### config.mk
export PLATFORM = sky130hd
export DESIGN_NAME = bottomhalf_bus_frontend
export DESIGN_NICKNAME = d
export VERILOG_FILES = /design/src/rtl/bottomhalf_pkg.sv /design/src/rtl/bottomhalf_pin_sync.sv /design/src/rtl/bottomhalf_bus_frontend.sv
export SDC_FILE = /design/constraint.sdc
export NUM_CORES = 1
export LEC_CHECK = 0
export BUFFER_PORTS_ARGS = -buffer_cell sky130_fd_sc_hd__buf_2
export CAP_MARGIN = 20
export CORE_UTILIZATION = 55
export DETAILED_ROUTE_END_ITERATION = 16
export PLACE_DENSITY = 0.86
export RECOVER_POWER = 100
export SKIP_LAST_GASP = 1
export SLEW_MARGIN = 20
export SYNTH_ARGS = -nofsm -noshare
export SYNTH_HDL_FRONTEND = slang
export SYNTH_HIERARCHICAL = 1
export SYNTH_SLANG_ARGS = --single-unit
### constraint.sdc
create_clock -name osc -period 11 [get_ports osc]
set_clock_uncertainty 0.15 [all_clocks]
set_input_delay 0.55 -clock osc [delete_from_list [all_inputs] [get_ports osc]]
set_output_delay 0.55 -clock osc [all_outputs]
set_load 0.05 [all_outputs]
### src/rtl/bottomhalf_pkg.sv
// Shared constants and helpers for the bottom-half host-bus front end.
package bottomhalf_pkg;

  // Address bit that gates the data bus drive enable.
  localparam int ADDR_OK_BIT = 4;

  // Runtime-ID read-back addresses.
  localparam logic [7:0] ID_ADDR_MAJOR_LO = 8'hFD;
  localparam logic [7:0] ID_ADDR_MAJOR_HI = 8'hFE;
  localparam logic [7:0] ID_ADDR_MINOR    = 8'hFF;

  // Oscillator cycles per microsecond.
  localparam logic [15:0] OSC_MHZ = 16'd24;

  // Largest delay whose cycle count still fits in 16 bits.
  localparam logic [11:0] UDELAY_MAX = 12'd2730;

  // Marks a register base address as one that enables the data bus drive.
  function automatic logic [7:0] ADDR(input logic [7:0] base);
    return base | (8'd1 << ADDR_OK_BIT);
  endfunction

endpackage

### src/rtl/bottomhalf_pin_sync.sv
// Input buffer, synchroniser chain and edge detector for one host strobe.
module bottomhalf_pin_sync
  import bottomhalf_pkg::*;
#(
  parameter int SYNC_STAGES = 2
) (
  input  logic osc,
  input  logic rst,
  input  logic pin,
  output logic buffered,
  output logic level,
  output logic rise,
  output logic fall
);

  logic [SYNC_STAGES-1:0] chain;
  logic                   prev;

  // Buffered pin is a plain pass-through; the combinational drive enable uses it.
  assign buffered = pin;

  // Shift the pin through the chain; reset clears history so no edge straddles reset.
  always_ff @(posedge osc) begin
    if (rst) begin
      chain <= '0;
      prev  <= 1'b0;
    end else begin
      chain <= {chain[SYNC_STAGES-2:0], buffered};
      prev  <= chain[SYNC_STAGES-1];
    end
  end

  assign level = chain[SYNC_STAGES-1];
  assign rise  = level & ~prev;
  assign fall  = ~level & prev;

endmodule

### src/rtl/bottomhalf_bus_frontend.sv
// Host-bus front end: strobe synchronisation, address latch, write/read strobes,
// runtime-ID read-back (enabled by BOTTOMHALF_ID_READBACK_EN), microsecond delay
// counter and command run/finish bookkeeping.
module bottomhalf_bus_frontend
  import bottomhalf_pkg::*;
#(
  parameter logic [15:0] ID_MAJOR    = 16'h0000,
  parameter logic [7:0]  ID_MINOR    = 8'h00,
  parameter int          SYNC_STAGES = 2
) (
  input  logic        osc,
  input  logic        rst,
  input  logic [7:0]  data_in,
  output logic [7:0]  data_out,
  output logic        data_oe,
  input  logic        ale,
  input  logic        write,
  input  logic        read,
  output logic [7:0]  addr,
  output logic        wr_strobe,
  output logic [7:0]  wr_data,
  output logic        rd_strobe,
  input  logic [7:0]  rd_data,
  input  logic        delay_load,
  input  logic [11:0] delay_usec,
  output logic        delay_busy,
  input  logic        cmd_run,
  input  logic [3:0]  cmd_nr_in,
  input  logic        cmd_finish,
  input  logic        cmd_state_set,
  input  logic [3:0]  cmd_state_in,
  output logic        cmd_running,
  output logic [3:0]  cmd_nr,
  output logic [3:0]  cmd_state
);

`ifdef BOTTOMHALF_ID_READBACK_EN
  localparam logic ID_READBACK = 1'b1;
`else
  localparam logic ID_READBACK = 1'b0;
`endif

  logic ale_buf, ale_level, ale_rise, ale_fall;
  logic wr_buf, wr_level, wr_rise, wr_fall;
  logic rd_buf, rd_level, rd_rise, rd_fall;
  logic [7:0]  data_chain [SYNC_STAGES];
  logic [7:0]  data_sync;
  logic [7:0]  rd_mux;
  logic [11:0] usec_clamped;
  logic [15:0] delay_load_val;
  logic [15:0] delay_count;
  logic        unused_pins;

  bottomhalf_pin_sync #(.SYNC_STAGES(SYNC_STAGES)) u_ale_sync (
    .osc(osc), .rst(rst), .pin(ale),
    .buffered(ale_buf), .level(ale_level), .rise(ale_rise), .fall(ale_fall)
  );

  bottomhalf_pin_sync #(.SYNC_STAGES(SYNC_STAGES)) u_wr_sync (
    .osc(osc), .rst(rst), .pin(write),
    .buffered(wr_buf), .level(wr_level), .rise(wr_rise), .fall(wr_fall)
  );

  bottomhalf_pin_sync #(.SYNC_STAGES(SYNC_STAGES)) u_rd_sync (
    .osc(osc), .rst(rst), .pin(read),
    .buffered(rd_buf), .level(rd_level), .rise(rd_rise), .fall(rd_fall)
  );

  assign unused_pins = ^{ale_buf, ale_level, ale_rise, wr_buf, wr_level, wr_fall,
                         rd_level, rd_rise};

  // Data bus synchroniser, same depth as the strobes so data stays aligned with them.
  always_ff @(posedge osc) begin
    if (rst) begin
      for (int i = 0; i < SYNC_STAGES; i++) data_chain[i] <= 8'h00;
    end else begin
      data_chain[0] <= data_in;
      for (int i = 1; i < SYNC_STAGES; i++) data_chain[i] <= data_chain[i-1];
    end
  end

  assign data_sync = data_chain[SYNC_STAGES-1];

  // Drive enable follows the raw read pin so the host sees data without sync latency.
  assign data_oe = ~rd_buf & addr[ADDR_OK_BIT];

  // Address latch on ale fall, write/read strobes on their active edges.
  always_ff @(posedge osc) begin
    if (rst) begin
      addr      <= 8'h00;
      wr_strobe <= 1'b0;
      wr_data   <= 8'h00;
      rd_strobe <= 1'b0;
    end else begin
      if (ale_fall) addr <= data_sync;
      wr_strobe <= wr_rise;
      if (wr_rise) wr_data <= data_sync;
      rd_strobe <= rd_fall;
    end
  end

  // Read-back source: ID bytes at the reserved addresses when enabled, payload otherwise.
  always_comb begin
    rd_mux = rd_data;
    if (ID_READBACK) begin
      case (addr)
        ID_ADDR_MAJOR_LO: rd_mux = ID_MAJOR[7:0];
        ID_ADDR_MAJOR_HI: rd_mux = ID_MAJOR[15:8];
        ID_ADDR_MINOR:    rd_mux = ID_MINOR;
        default:          rd_mux = rd_data;
      endcase
    end else begin
      rd_mux = rd_data;
    end
  end

  // Capture read-back data in the rd_strobe cycle; valid on the following cycle.
  always_ff @(posedge osc) begin
    if (rst) begin
      data_out <= 8'h00;
    end else if (rd_strobe) begin
      data_out <= rd_mux;
    end
  end

  // Cycle count for the requested delay; oversized requests clamp to the 16-bit limit.
  always_comb begin
    usec_clamped = (delay_usec > UDELAY_MAX) ? UDELAY_MAX : delay_usec;
    if (usec_clamped == 12'd0) begin
      delay_load_val = 16'd0;
    end else begin
      delay_load_val = (OSC_MHZ * {4'd0, usec_clamped}) - 16'd1;
    end
  end

  // Delay counter: a load always overrides, otherwise count down to zero.
  always_ff @(posedge osc) begin
    if (rst) begin
      delay_count <= 16'd0;
    end else if (delay_load) begin
      delay_count <= delay_load_val;
    end else if (delay_count != 16'd0) begin
      delay_count <= delay_count - 16'd1;
    end
  end

  assign delay_busy = (delay_count != 16'd0);

  // Command bookkeeping: run beats finish, finish beats state load.
  always_ff @(posedge osc) begin
    if (rst) begin
      cmd_running <= 1'b0;
      cmd_nr      <= 4'd0;
      cmd_state   <= 4'd0;
    end else if (cmd_run) begin
      cmd_running <= 1'b1;
      cmd_nr      <= cmd_nr_in;
      if (cmd_finish) cmd_state <= 4'd0;
      else if (cmd_state_set && cmd_running) cmd_state <= cmd_state_in;
    end else if (cmd_finish) begin
      cmd_running <= 1'b0;
      cmd_state   <= 4'd0;
    end else if (cmd_state_set && cmd_running) begin
      cmd_state <= cmd_state_in;
    end
  end

endmodule

# After elaboration in Yosys (flattened, before gate mapping)
# Memory sizes are Yosys's and may differ from the RTL's.
# Index checks and enable logic that the tools add are counted.
[totals]
ff_bits = 60
mem_bits_rw = 16
inputBits = 45
out_inout_bits = 37
wordCells = 47
n_memories = 1
[classes]
n_addsub = 2
mul = 1
order_cmp = 1
muxes = 11
n_bitwise = 10
n_reduce_logical = 6
[mem_list]
columns = ["memory", "depth", "width", "read_ports", "rd_clocked_by_memory_dff", "write_ports", "line", "text"]
rows = [
  ["data_chain", 2, 8, 2, 0, 2, "bottomhalf_bus_frontend.sv:46", "logic [7:0] data_chain [SYNC_STAGES];"],
]
[op_table]
columns = ["operator", "count"]
rows = [
  ["$mux 16", 3],
  ["$sub 16x1->16 const B", 2],
  ["$mux 8", 2],
  ["$reduce_bool 16->1", 1],
  ["$mul 2x12->13 const A", 1],
  ["$gt 12x12->1 const B", 1],
  ["$logic_not 12->1", 1],
  ["$mux 12", 1],
  ["$mux 1", 5],
  ["$and 1x1->1", 4],
  ["$not 1->1", 4],
  ["$reduce_bool 2->1", 2],
  ["$or 1x1->1", 2],
  ["$reduce_or 2->1", 1],
  ["$logic_and 1x1->1", 1],
]

# Depth between registers and ports, before layout
# Gate-level depths: netlist (run 1).
[logic_depth]
depth_word = 6
mapped_depth = 17
depth_no_buf = 16

# Modules after synthesis
# Netlist (run 1), hierarchy kept.
[by_module_without_submodules]
columns = ["module", "instances", "cells_per_inst", "area_each_um2", "seq_area_each_um2"]
rows = [
  ["bottomhalf_bus_frontend", 1, 410, 3557.2, 1341.3],
  ["bottomhalf_pin_sync", 3, 9, 98.8, 60.1],
]

# Least setup slack after synthesis (run 1)
# OpenSTA, ideal clock, no wires.
[synth_path]
path_kind = "input to register"
start = "input port delay_usec[10]"
end = "register delay_count[13]"
setup_ps = 58
t_arrival_ps = 3825
required_ps = 10792
slack_ps = 6967
path_stages = 16
path_buffers = 0
path_cell_list = "or3b_4 -> a211oi_4 -> nor2_2 -> nand2_2 -> inv_1 -> ha_1 -> ha_1 -> o22a_1 -> o311ai_0 -> o21ai_1 -> xnor2_1 -> nand3_1 -> a2111o_1 -> or3_1 -> a21oi_1 -> o21a_1"
[synth_via]
elab_chain_cells = 6
word_cells_on_any_way = 7
classes_between = "1 x add/sub; 1 x mul; 1 x order compare; 3 x mux; 1 x reduce/logical"
[synth_rtl]
columns = ["element", "line", "text"]
rows = [
  ["start: declaration", "bottomhalf_bus_frontend.sv:25", "input logic [11:0] delay_usec,"],
  ["$gt 12x12->1", "bottomhalf_bus_frontend.sv:128", "usec_clamped = (delay_usec > UDELAY_MAX) ? UDELAY_MAX : delay_usec;"],
  ["$mux 12 (*)", "bottomhalf_bus_frontend.sv:128", ""],
  ["$mul 2x12->13", "bottomhalf_bus_frontend.sv:132", "delay_load_val = (OSC_MHZ * {4'd0, usec_clamped}) - 16'd1;"],
  ["$sub 16x1->16", "bottomhalf_bus_frontend.sv:132", ""],
  ["$mux 16 (*)", "bottomhalf_bus_frontend.sv:129", "if (usec_clamped == 12'd0) begin"],
  ["$mux 16 (*)", "bottomhalf_bus_frontend.sv:140", "end else if (delay_load) begin"],
  ["end signal: assignment", "bottomhalf_bus_frontend.sv:141", "delay_count <= delay_load_val;"],
  ["end signal: assignment", "bottomhalf_bus_frontend.sv:143", "delay_count <= delay_count - 16'd1;"],
  ["end: declaration", "bottomhalf_bus_frontend.sv:51", "logic [15:0] delay_count;"],
]
# Mark *: on every way between the ends. The rest lies on a longest branch, timed or not.
# A chain may end at the register's enable or synchronous reset.

# Worst setup path in the final report (run 1)
[layout_path]
start = "input port delay_usec[10]"
end = "register delay_count[14]"
# The elaborated chain is that of the path after synthesis.

==> results of run 1 <==
[critical path, delay by kind of cell]
family | cells | cell delay, ns
and+or+nand+nor | 6 | 1.84
AOI/OAI and AO/OA | 5 | 1.50
adders and majority gates | 2 | 0.44
xor gates and xnor gates | 2 | 0.43
buffers and inverters | 2 | 0.19
[power groups by stage]
stage	Sequential, W	Clock [W]	Combinational [W]
2_1_floorplan	0.000311	0	0.000103
3_3_place_gp	0.000304	0	0.000139
3_5_place_dp	0.000305	0	0.000142
4_1_cts	0.000299	0.000227	0.000144
5_1_grt	0.000301	0.000239	0.000160
6_report	0.000299	0.000225	0.000143
[layer usage]
metal	track usage, %	vias up	wire length, µm
met4	6.818	0	94
li1	-	1626	-
met3	4.280	10	369
met5	0	-	0
met1	28.75	1523	3682
met2	39.44	98	3908
[final timing paths]
kind,slack [ns],end,start,depth (start not counted)
setup reg to reg,8.35,delay_count[15]$_SDFFE_PP0P_,delay_count[0]$_SDFFE_PP0P_,9
setup / recovery,6.09,delay_count[14]$_SDFFE_PP0P_,delay_usec[10],17
hold reg to reg,0.28,data_chain[0][8]$_SDFF_PP0_,data_chain[0][0]$_SDFF_PP0_,1
hold / removal,0.27,data_chain[0][6]$_SDFF_PP0_,data_in[6],2
[cell type report]
class	instances	area [µm²]
fillers	569	2372
repair buffers	82	361.6
flip-flops and latches	76	1521
clock inverters	6	90.09
multi-input cells	319	2127
inverters	16	60.06
clock buffers	9	123.9
well taps	80	100.1
[cell usage in the layout, fill, tap and decap left out, types with 8 or more instances in the layout]
master                     instances
sky130_fd_sc_hd__or3_1            10
sky130_fd_sc_hd__buf_2            43
sky130_fd_sc_hd__nand2_1          24
sky130_fd_sc_hd__mux2i_1          32
sky130_fd_sc_hd__o21ai_0          11
sky130_fd_sc_hd__nor3_1           11
sky130_fd_sc_hd__dfxtp_1          76
sky130_fd_sc_hd__nor2b_1          32
sky130_fd_sc_hd__inv_1            16
sky130_fd_sc_hd__a21oi_1          18
sky130_fd_sc_hd__xor2_1            8
sky130_fd_sc_hd__clkbuf_1         39
sky130_fd_sc_hd__clkbuf_8          9
sky130_fd_sc_hd__xnor2_1          16
sky130_fd_sc_hd__a31oi_1           8
sky130_fd_sc_hd__ha_1             15
sky130_fd_sc_hd__nor2_1           66
[sequential cells by signal, indices dropped and copies added, names as in the netlist, 4 cells and up]
register and flops:
addr 8, cmd_nr 4, cmd_state 4, data_chain 16, data_out 8, delay_count 16
wr_data 8
[through the flow]
step | instance area (µm²) | std cells | hold slack [ns] | utilization (%)
5_1_grt | 4384 | 588 | 0.2701 | 64.89
4_1_cts | 4456 | 588 | 0.2531 | 65.94
2_1_floorplan | 3820 | 432 | 0.2638 | -
3_3_place_gp | 4242 | 573 | 0.2667 | 62.78
3_5_place_dp | 4242 | 573 | 0.2720 | 62.78
6_report | 4384 | 588 | 0.2655 | 64.89
==> qor.log, run 1 <==
INFO  outcome        status=finished, violations left
INFO  outcome        violations=max-capacitance violations, max-slew violations
INFO  place          gp_weighted_congestion=0.9637
INFO  finish         fraction_of_final_layout_cells_with_drive_strength_greater_than_1=13.98%
INFO  route          number_of_nets_with_antenna_violations_after_detailed_routing=0
INFO  power          p_comb_share=21.4%
INFO  logic_synthesis syn_area=3820µm²
INFO  route          detailedRoute.firstIterationViolations=178
INFO  place          pre_cts_ws=6.495ns
INFO  global_route   grt.overflow.total=0
INFO  timing         timing.final.crit_period=4.910ns
INFO  logic_synthesis post_synth.cell_area_avg=8.842µm²
INFO  clocking       ctsRootBufferMaster=sky130_fd_sc_hd__clkbuf_8
INFO  logic_synthesis synth_warnings=6
INFO  floorplan      floorplan.rows=30
INFO  setup_path     critPathCaptureType=flop
INFO  clocking       post_cts_resized=0
INFO  timing         finalSetupViolations=0
INFO  timing         final_period_util=44.63%
INFO  global_route   grt_max_degree=66
INFO  timing         worst-slew-pin-transition=2.525ns
INFO  setup_path     critPathMaxFanout=9
INFO  floorplan      core_area=6756µm²
INFO  global_route   grt_pass1_wl=13,310µm
INFO  power          design_power_total=0.0006664W
INFO  finish         synthesis_to_finish_area_growth=14.77%
INFO  power          power_switching=0.0001928W
INFO  timing         finalSetupTns=0ns
INFO  power          netSwitchingFraction=28.93%
INFO  floorplan      floorplan.die.height=85.34µm
INFO  clocking       cts_htree_levels=3
INFO  clocking       clk_latency=0.33ns
INFO  floorplan      pin_count=82
INFO  setup_path     critical_path_arrival=4.97ns
INFO  timing         unrepaired_setup_endpoints_after_global_routing=no
INFO  clocking       cts_setup_buffers=0
INFO  floorplan      design.die.area=7283µm²
INFO  finish         antenna_cells=0
INFO  timing         worst_slack=6.090ns
INFO  run            maxCapViolations=1
INFO  timing         final_max_tran_viols=66
INFO  setup_path     critical_path.max_stage_delay=0.78ns
INFO  global_route   initial_antenna_violation_count=0
INFO  setup_path     critical_path.slowest_cell=sky130_fd_sc_hd__a211oi_1
INFO  clocking       cts_inserted_buffers=9
INFO  setup_path     worstSetupPathType=in2reg
INFO  min_path       hold_class=in2reg
INFO  clocking       worst_setup_hold_path_clk_slew=0.08ns
INFO  clocking       tritoncts_clock_tree=built
INFO  logic_synthesis mapped_nets=492
INFO  route          viasPerCell=5.539
INFO  power          internal-power=0.0004736W
INFO  floorplan      fp.dieW=85.34µm
INFO  timing         slew-limit-headroom=-68.32%
INFO  power          power-per-cell-area=152.0nW/µm²
INFO  logic_synthesis netlist_instances=432
INFO  power          worst_ir_drop_vdd=0.08026mV
INFO  finish         finalNetCount=564
INFO  power          p_clk_share=33.7%
INFO  place          detailed_place_hpwl=5941µm
INFO  timing         clock.fmax=0.2037GHz
INFO  route          via_count=3,257
INFO  route          drt_pass1_iterations=5
INFO  floorplan      floorplan.initialDensity=56.54%
INFO  place          port_buffers=81
INFO  power          power_frac_seq=44.9%
INFO  global_route   global_route.usage.total=22.71%
INFO  route          number_of_drc_violations_after_detailed_routing=0
INFO  global_route   first_global_vias=2,932
INFO  clocking       cts.path.max_buffers=2
INFO  route          drt-wirelength-per-cell=13.70µm
INFO  setup_path     cp.required=11.06ns
INFO  power          cellLeakagePower=1.780nW
INFO  clocking       holdBufCountCts=0
INFO  clocking       cts_num_sinks=76
INFO  setup_path     critical_path_cell_list=clkbuf_1 > or3b_1 > a211oi_1 > nor2_1 > nand2_1 > inv_1 > ha_1 > ha_1 > o22a_1 > o311ai_0 > o21ai_0 > xnor2_1 > nand3_1 > or3_1 > nor4_1 > xnor2_1 > o32ai_1
INFO  setup_path     critical_path.startpoint_type=input port
INFO  timing         final-hold-violation-count=0
INFO  route          totalWireLength=8055µm
Power figures use the tool's default switching activity.
==> inputs of run 2 (changes only) <==
Settings changed: CORE_UTILIZATION 55 to 49, PLACE_DENSITY 0.86 to 0.82.
Clock period 11 ns to 4 ns, I/O delays scaled along.
==> qor.log, run 2 (synthesis gave the netlist of run 1 again) <==
INFO  outcome        status=finished, violations left
INFO  outcome        violations=max-capacitance violations, max-slew violations
INFO  global_route   grt_pass1_wl=15,090µm [+13%]
INFO  timing         hold_ws=0.01721ns [-0.2483 ns]
INFO  clocking       tritoncts_clock_tree=built
INFO  setup_path     critPathBufInv=1 [-1]
INFO  clocking       cts_inserted_buffers=9 [unchanged]
INFO  finish         reg_top3=data_chain (16), delay_count (16)
INFO  timing         worst_slack=0.3542ns [-5.736 ns]
INFO  power          design_power_total=0.001800W [+170%]
INFO  floorplan      floorplan.rows=31 [+3.3%]
INFO  floorplan      floorplan.die.height=90.30µm [+5.8%]
INFO  timing         unrepaired_setup_endpoints_after_global_routing=no
INFO  place          detailed_place_hpwl=6063µm [+2.1%]
INFO  floorplan      floorplan.initialDensity=51.56% [-5.0 points]
INFO  route          totalWireLength=9045µm [+12%]
INFO  global_route   grt.overflow.total=0 [unchanged]
INFO  timing         finalSetupViolations=0 [unchanged]
INFO  power          p_comb_share=23.3% [+1.9 points]
INFO  setup_path     critical_path.max_stage_delay=0.38ns [-0.40 ns]
INFO  global_route   gr-usage-met2=41.48% [+2.0 points]
INFO  clocking       worst_setup_hold_path_clk_slew=0.08ns [about the same]
INFO  min_path       hold_class=in2reg
INFO  setup_path     critical_path_cell_list=buf_2 > a21oi_1 > a211oi_4 > or3_1 > ha_1 > ha_1 > o22a_1 > o311ai_0 > o21ai_1 > xnor2_1 > nand3_1 > or3_1 > nor4_1 > xnor2_1 > o32ai_1
INFO  clocking       cts_htree_levels=3 [unchanged]
INFO  power          power_switching=0.0005430W [+180%]
INFO  setup_path     worst_path_dominant_cell_family=compound AO/OA/AOI/OAI gates
INFO  clocking       clk_latency=0.34ns [about the same]
INFO  setup_path     critPathMaxFanout=8 [-1]
INFO  timing         timing.final.crit_period=3.646ns
INFO  setup_path     timing.critical_path.depth=15 [-2]
INFO  setup_path     cp.required=4.06ns [-7.00 ns]
INFO  route          viasPerCell=5.321 [-3.9%]
INFO  finish         finalNetCount=592 [+5.0%]
INFO  power          netSwitchingFraction=30.16% [+1.2 points]
INFO  finish         layout_common_cells=sky130_fd_sc_hd__dfxtp_1, sky130_fd_sc_hd__nor2_1, sky130_fd_sc_hd__buf_2
INFO  setup_path     critical_path_arrival=3.71ns [-1.26 ns]
INFO  floorplan      design.die.area=8153µm² [+12%]
INFO  floorplan      pin_count=82 [unchanged]
INFO  route          number_of_nets_with_antenna_violations_after_detailed_routing=0 [unchanged]
INFO  timing         worst-slew-pin-transition=2.517ns [-0.007936 ns]
INFO  place          port_buffers=81 [unchanged]
INFO  timing         finalSetupTns=0ns [unchanged]
INFO  route          detailedRoute.firstIterationViolations=256 [+44%]
INFO  finish         mostFrequentLayoutCell=sky130_fd_sc_hd__dfxtp_1
INFO  global_route   groute.layer.met3.usage=3.788% [-0.49 points]
INFO  power          internal-power=0.001257W [+170%]
INFO  route          drt-wirelength-per-cell=14.24µm [+4.0%]
INFO  setup_path     worst-r2r-cell-count=8 [-1]
INFO  floorplan      fp.dieW=90.30µm [+5.8%]
INFO  place          place.detailed.instances=596 [+4.0%]
INFO  timing         clock.fmax=0.2743GHz
INFO  global_route   first_global_vias=3,319 [+13%]
INFO  timing         slew-limit-headroom=-67.79% [+0.53 points]
INFO  finish         synthesis_to_finish_area_growth=22.37%
INFO  clocking       post_cts_resized=0 [unchanged]
INFO  power          power_frac_seq=45.7% [+0.8 points]
INFO  finish         fraction_of_final_layout_cells_with_drive_strength_greater_than_1=14.74% [+0.76 points]
INFO  timing         final-hold-violation-count=0 [unchanged]
INFO  global_route   globalRoute.busiestLayer=met2
INFO  clocking       cts_num_sinks=76 [unchanged]
INFO  timing         final_max_tran_viols=66 [unchanged]
INFO  run            maxCapViolations=1 [unchanged]
INFO  setup_path     critical_path.slowest_cell=sky130_fd_sc_hd__or3_1
INFO  route          number_of_drc_violations_after_detailed_routing=0 [unchanged]
INFO  finish         instances_no_fill=635 [+8.0%]
INFO  global_route   initial_antenna_violation_count=0 [unchanged]
INFO  timing         final_period_util=91.14%
INFO  place          pre_cts_ws=0.06492ns [-6.430 ns]
INFO  setup_path     worstSetupPathType=in2reg
INFO  global_route   grt_max_degree=66 [unchanged]
INFO  route          via_count=3,379 [+3.7%]
INFO  global_route   global_route.usage.total=22.92% [+0.21 points]
INFO  setup_path     critPathCaptureType=flop
INFO  floorplan      core_area=7408µm² [+9.6%]
INFO  global_route   met1_usage_in_global_routing=26.41% [-2.3 points]
INFO  route          drt_pass1_iterations=4 [-1]
INFO  power          worst_ir_drop_vdd=0.1688mV [+110%]
INFO  place          gp_weighted_congestion=0.9113 [-5.4%]
INFO  clocking       cts.path.max_buffers=2 [unchanged]
INFO  clocking       ctsRootBufferMaster=sky130_fd_sc_hd__clkbuf_8
INFO  setup_path     critical_path.startpoint_type=input port
INFO  power          power-per-cell-area=385.2nW/µm² [+150%]
INFO  min_path       holdPathStages=3 [+1]
INFO  power          p_clk_share=31.0% [-2.7 points]
INFO  finish         antenna_cells=0 [unchanged]
INFO  power          cellLeakagePower=1.893nW [+6.3%]
## run 2: cell count changes in the layout (fill, tap and decap cells not counted), sizes merged
cell and change:
dlygate4sd3 +24, clkbuf -1, bufinv -1, inv +1, buf +5
## run 2: worst min-delay path: stages
cell and delay, ns:
sky130_fd_sc_hd__buf_2 0.08, sky130_fd_sc_hd__mux2i_1 0.06, sky130_fd_sc_hd__nor3_1 0.12
## run 2: timing repair
action / 4_1_cts / 5_1_grt
endpoints found under the hold margin: 27 / 0
buffers inserted: 0 / 0
hold buffers: 24 / 0
## run 2: path summary, 6_finish.rpt
kind                                             startpoint                           end  slack (ns)
worst max register to register  delay_count[0]$_SDFFE_PP0P_  delay_count[15]$_SDFFE_PP0P_        1.20
worst min register to register  data_chain[0][1]$_SDFF_PP0_   data_chain[0][9]$_SDFF_PP0_        0.29
worst max-delay path                          delay_usec[5]  delay_count[14]$_SDFFE_PP0P_        0.35
worst min-delay path                        cmd_state_in[1]     cmd_state[1]$_SDFFE_PP0P_        0.02
## run 2: power by group through the flow
stage / Clock (W) / Sequential, W / Combinational [W]
final: 0.000558 / 0.000823 / 0.000419
after global routing: 0.000604 / 0.000828 / 0.000464
after CTS: 0.000570 / 0.000822 / 0.000417
after detailed placement: 0 / 0.000839 / 0.000395
after global placement: 0 / 0.000836 / 0.000384
after floorplan: 0 / 0.000856 / 0.000282
## run 2: layout make-up
cell class	instances	area [µm²]
inverters	16	60.06
well taps	99	123.9
flip-flops and latches	76	1521
multi-input cells	319	2147
clock buffers	9	123.9
repair buffers	110	633.1
clock inverters	6	65.06
fillers	634	2734
## run 2: layer usage
metal	share of wire, %	routed length, µm	vias up
met5	0	0	-
met4	1.5	137	0
met3	5.1	461	15
met2	50	4559	120
met1	43	3887	1561
li1	-	-	1683
## run 2: through the flow
step	util [%]	instance area (µm²)
finish	63.10	4674
floorplan	-	3820
CTS	63.77	4725
global route	63.10	4674
global placement	57.98	4295
detailed placement	57.98	4295
==> inputs of run 3 (changes only) <==
Settings changed: MAX_ROUTING_LAYER set to met4.
==> qor.log, run 3 (synthesis gave the netlist of run 1 again) <==
INFO  finish         mostFrequentLayoutCell=sky130_fd_sc_hd__dfxtp_1
INFO  route          detailedRoute.firstIterationViolations=272 [+6.3%]
INFO  finish         layout_common_cells=sky130_fd_sc_hd__dfxtp_1, sky130_fd_sc_hd__nor2_1, sky130_fd_sc_hd__buf_2
INFO  setup_path     critPathCaptureType=flop
INFO  finish         antenna_cells=0 [unchanged]
INFO  place          gp_weighted_congestion=0.9036 [-0.84%]
INFO  route          via_count=3,417 [+1.1%]
INFO  power          worst_ir_drop_vdd=0.2048mV [+21%]
INFO  timing         final-hold-violation-count=0 [unchanged]
INFO  route          viasPerCell=5.331 [+0.18%]
INFO  place          port_buffers=81 [unchanged]
INFO  setup_path     cp.required=4.06ns [about the same]
INFO  floorplan      floorplan.die.height=90.30µm [unchanged]
INFO  min_path       hold_class=in2reg
INFO  power          netSwitchingFraction=29.42% [-0.74 points]
INFO  finish         reg_top3=data_chain (16), delay_count (16)
INFO  timing         unrepaired_setup_endpoints_after_global_routing=no
INFO  outcome        status=finished, violations left
INFO  timing         final_max_tran_viols=66 [unchanged]
INFO  setup_path     critPathMaxFanout=4 [-4]
INFO  finish         synthesis_to_finish_area_growth=24.66%
INFO  global_route   grt_pass1_wl=14,520µm [-3.8%]
INFO  power          power_switching=0.0005622W [+3.5%]
INFO  clocking       tritoncts_clock_tree=built
INFO  clocking       clk_latency=0.35ns [about the same]
INFO  floorplan      floorplan.rows=31 [unchanged]
INFO  power          internal-power=0.001349W [+7.2%]
INFO  global_route   grt.overflow.total=0 [unchanged]
INFO  floorplan      pin_count=82 [unchanged]
INFO  power          power_frac_seq=43.1% [-2.6 points]
INFO  global_route   first_global_vias=3,261 [-1.7%]
INFO  setup_path     worstSetupPathType=in2reg
INFO  route          number_of_nets_with_antenna_violations_after_detailed_routing=0 [unchanged]
INFO  clocking       holdBufCountCts=28 [+17%]
INFO  timing         slew-limit-headroom=-69.02% [-1.2 points]
INFO  clocking       cts.path.max_buffers=2 [unchanged]
INFO  power          cellLeakagePower=1.936nW [+2.3%]
INFO  route          number_of_drc_violations_after_detailed_routing=0 [unchanged]
INFO  floorplan      core_area=7408µm² [unchanged]
INFO  timing         clock.fmax=0.2722GHz [-0.76%]
INFO  setup_path     critPathBufInv=2 [+1]
INFO  timing         worst-slew-pin-transition=2.535ns [+0.01854 ns]
INFO  global_route   global_route.usage.total=22.74% [-0.18 points]
INFO  global_route   grt_max_degree=66 [unchanged]
INFO  power          power-per-cell-area=401.3nW/µm² [+4.2%]
INFO  global_route   initial_antenna_violation_count=0 [unchanged]
INFO  finish         fraction_of_final_layout_cells_with_drive_strength_greater_than_1=14.76% [+0.021 points]
INFO  clocking       cts_htree_levels=3 [unchanged]
INFO  setup_path     worst_path_dominant_cell_family=compound AO/OA/AOI/OAI gates
INFO  power          p_comb_share=22.2% [-1.1 points]
INFO  clocking       cts_inserted_buffers=9 [unchanged]
INFO  outcome        violations=max-capacitance violations, max-slew violations
INFO  setup_path     critical_path.startpoint_type=input port
INFO  timing         timing.final.crit_period=3.674ns [+0.02787 ns]
INFO  route          totalWireLength=9137µm [+1.0%]
INFO  floorplan      fp.dieW=90.30µm [unchanged]
INFO  clocking       ctsRootBufferMaster=sky130_fd_sc_hd__clkbuf_8
INFO  floorplan      floorplan.initialDensity=51.56% [unchanged]
INFO  finish         fin_util=64.28% [+1.2 points]
INFO  finish         finalNetCount=597 [+0.84%]
INFO  floorplan      design.die.area=8153µm² [unchanged]
INFO  clocking       cts_setup_buffers=0 [unchanged]
INFO  timing         final_period_util=91.84% [+0.70 points]
INFO  setup_path     critical_path.max_stage_delay=0.43ns [+0.05 ns]
INFO  power          p_clk_share=34.7% [+3.7 points]
INFO  clocking       worst_setup_hold_path_clk_slew=0.08ns [about the same]
INFO  clocking       post_cts_resized=0 [unchanged]
INFO  setup_path     critical_path.slowest_cell=sky130_fd_sc_hd__a2111o_1
INFO  setup_path     critical_path_arrival=3.74ns [+0.03 ns]
INFO  route          drt-wirelength-per-cell=14.25µm [about the same]
INFO  clocking       cts_num_sinks=76 [unchanged]
INFO  setup_path     critical_path_cell_list=buf_2 > or3b_4 > a211oi_4 > nor2_1 > nand2_2 > inv_1 > ha_1 > ha_1 > o22a_1 > o311ai_0 > o21ai_1 > xnor2_1 > nand3_1 > a2111o_1 > nor4_1 > xnor2_1 > o32ai_1
INFO  route          drt_pass1_iterations=4 [unchanged]
INFO  timing         finalSetupViolations=0 [unchanged]
INFO  place          detailed_place_hpwl=5943µm [-2.0%]
INFO  timing         finalSetupTns=0ns [unchanged]
INFO  run            maxCapViolations=1 [unchanged]
## run 3: path summary, 6_finish.rpt
path | slack, ns | depth (start not counted) | startpoint | to
setup reg to reg | 1.16 | 8 | delay_count[1]$_SDFFE_PP0P_ | delay_count[14]$_SDFFE_PP0P_
hold / removal | 0.06 | 3 | cmd_run | cmd_running$_SDFFE_PP0P_
setup / recovery | 0.33 | 17 | delay_usec[10] | delay_count[15]$_SDFFE_PP0P_
hold reg to reg | 0.29 | 1 | data_chain[0][1]$_SDFF_PP0_ | data_chain[0][9]$_SDFF_PP0_
## run 3: layout make-up
class | count | area (µm²)
Fill cell | 620 | 2646
Multi-Input combinational cell | 319 | 2145
Sequential cell | 76 | 1521
Timing Repair Buffer | 115 | 680.7
Clock buffer | 10 | 137.6
Tap cell | 99 | 123.9
Clock inverter | 6 | 93.84
Inverter | 16 | 60.06
## run 3: metrics by stage
stage | setup WS (ns) | total power (W) | hold WS [ns] | std cells | cell area (µm²)
floorplan | 0.3173 | 0.001138 | 0.1216 | 432 | 3820
CTS | 0.4114 | 0.001911 | 0.01562 | 641 | 4815
global route | 0.03754 | 0.001995 | 0.05723 | 641 | 4762
global placement | 0.2284 | 0.001221 | 0.2592 | 597 | 4303
detailed placement | 0.04943 | 0.001234 | 0.2673 | 597 | 4303
finish | 0.3263 | 0.001911 | 0.05961 | 641 | 4762
## run 3: power by group through the flow
stage	clock [W]	sequential, W	combinational, W
floorplan	0	0.000856	0.000282
global route	0.000702	0.000828	0.000465
detailed placement	0	0.000839	0.000395
CTS	0.000668	0.000822	0.000421
global placement	0	0.000836	0.000385
finish	0.000663	0.000823	0.000424
## run 3: routing by layer
metal  global-route usage (%)  vias up  part of all wire, %
met2                    39.63      120                   49
li1                         -     1696                    -
met3                    3.956       22                  5.6
met4                    10.62        0                  2.0
met5                        -        -                    0
met1                    25.26     1579                   43
## run 3: tightest hold or removal path, cell delays in order
cell and delay [ns]:
sky130_fd_sc_hd__buf_2 0.17, sky130_fd_sc_hd__a21oi_1 0.07, sky130_fd_sc_hd__nor2_1 0.08
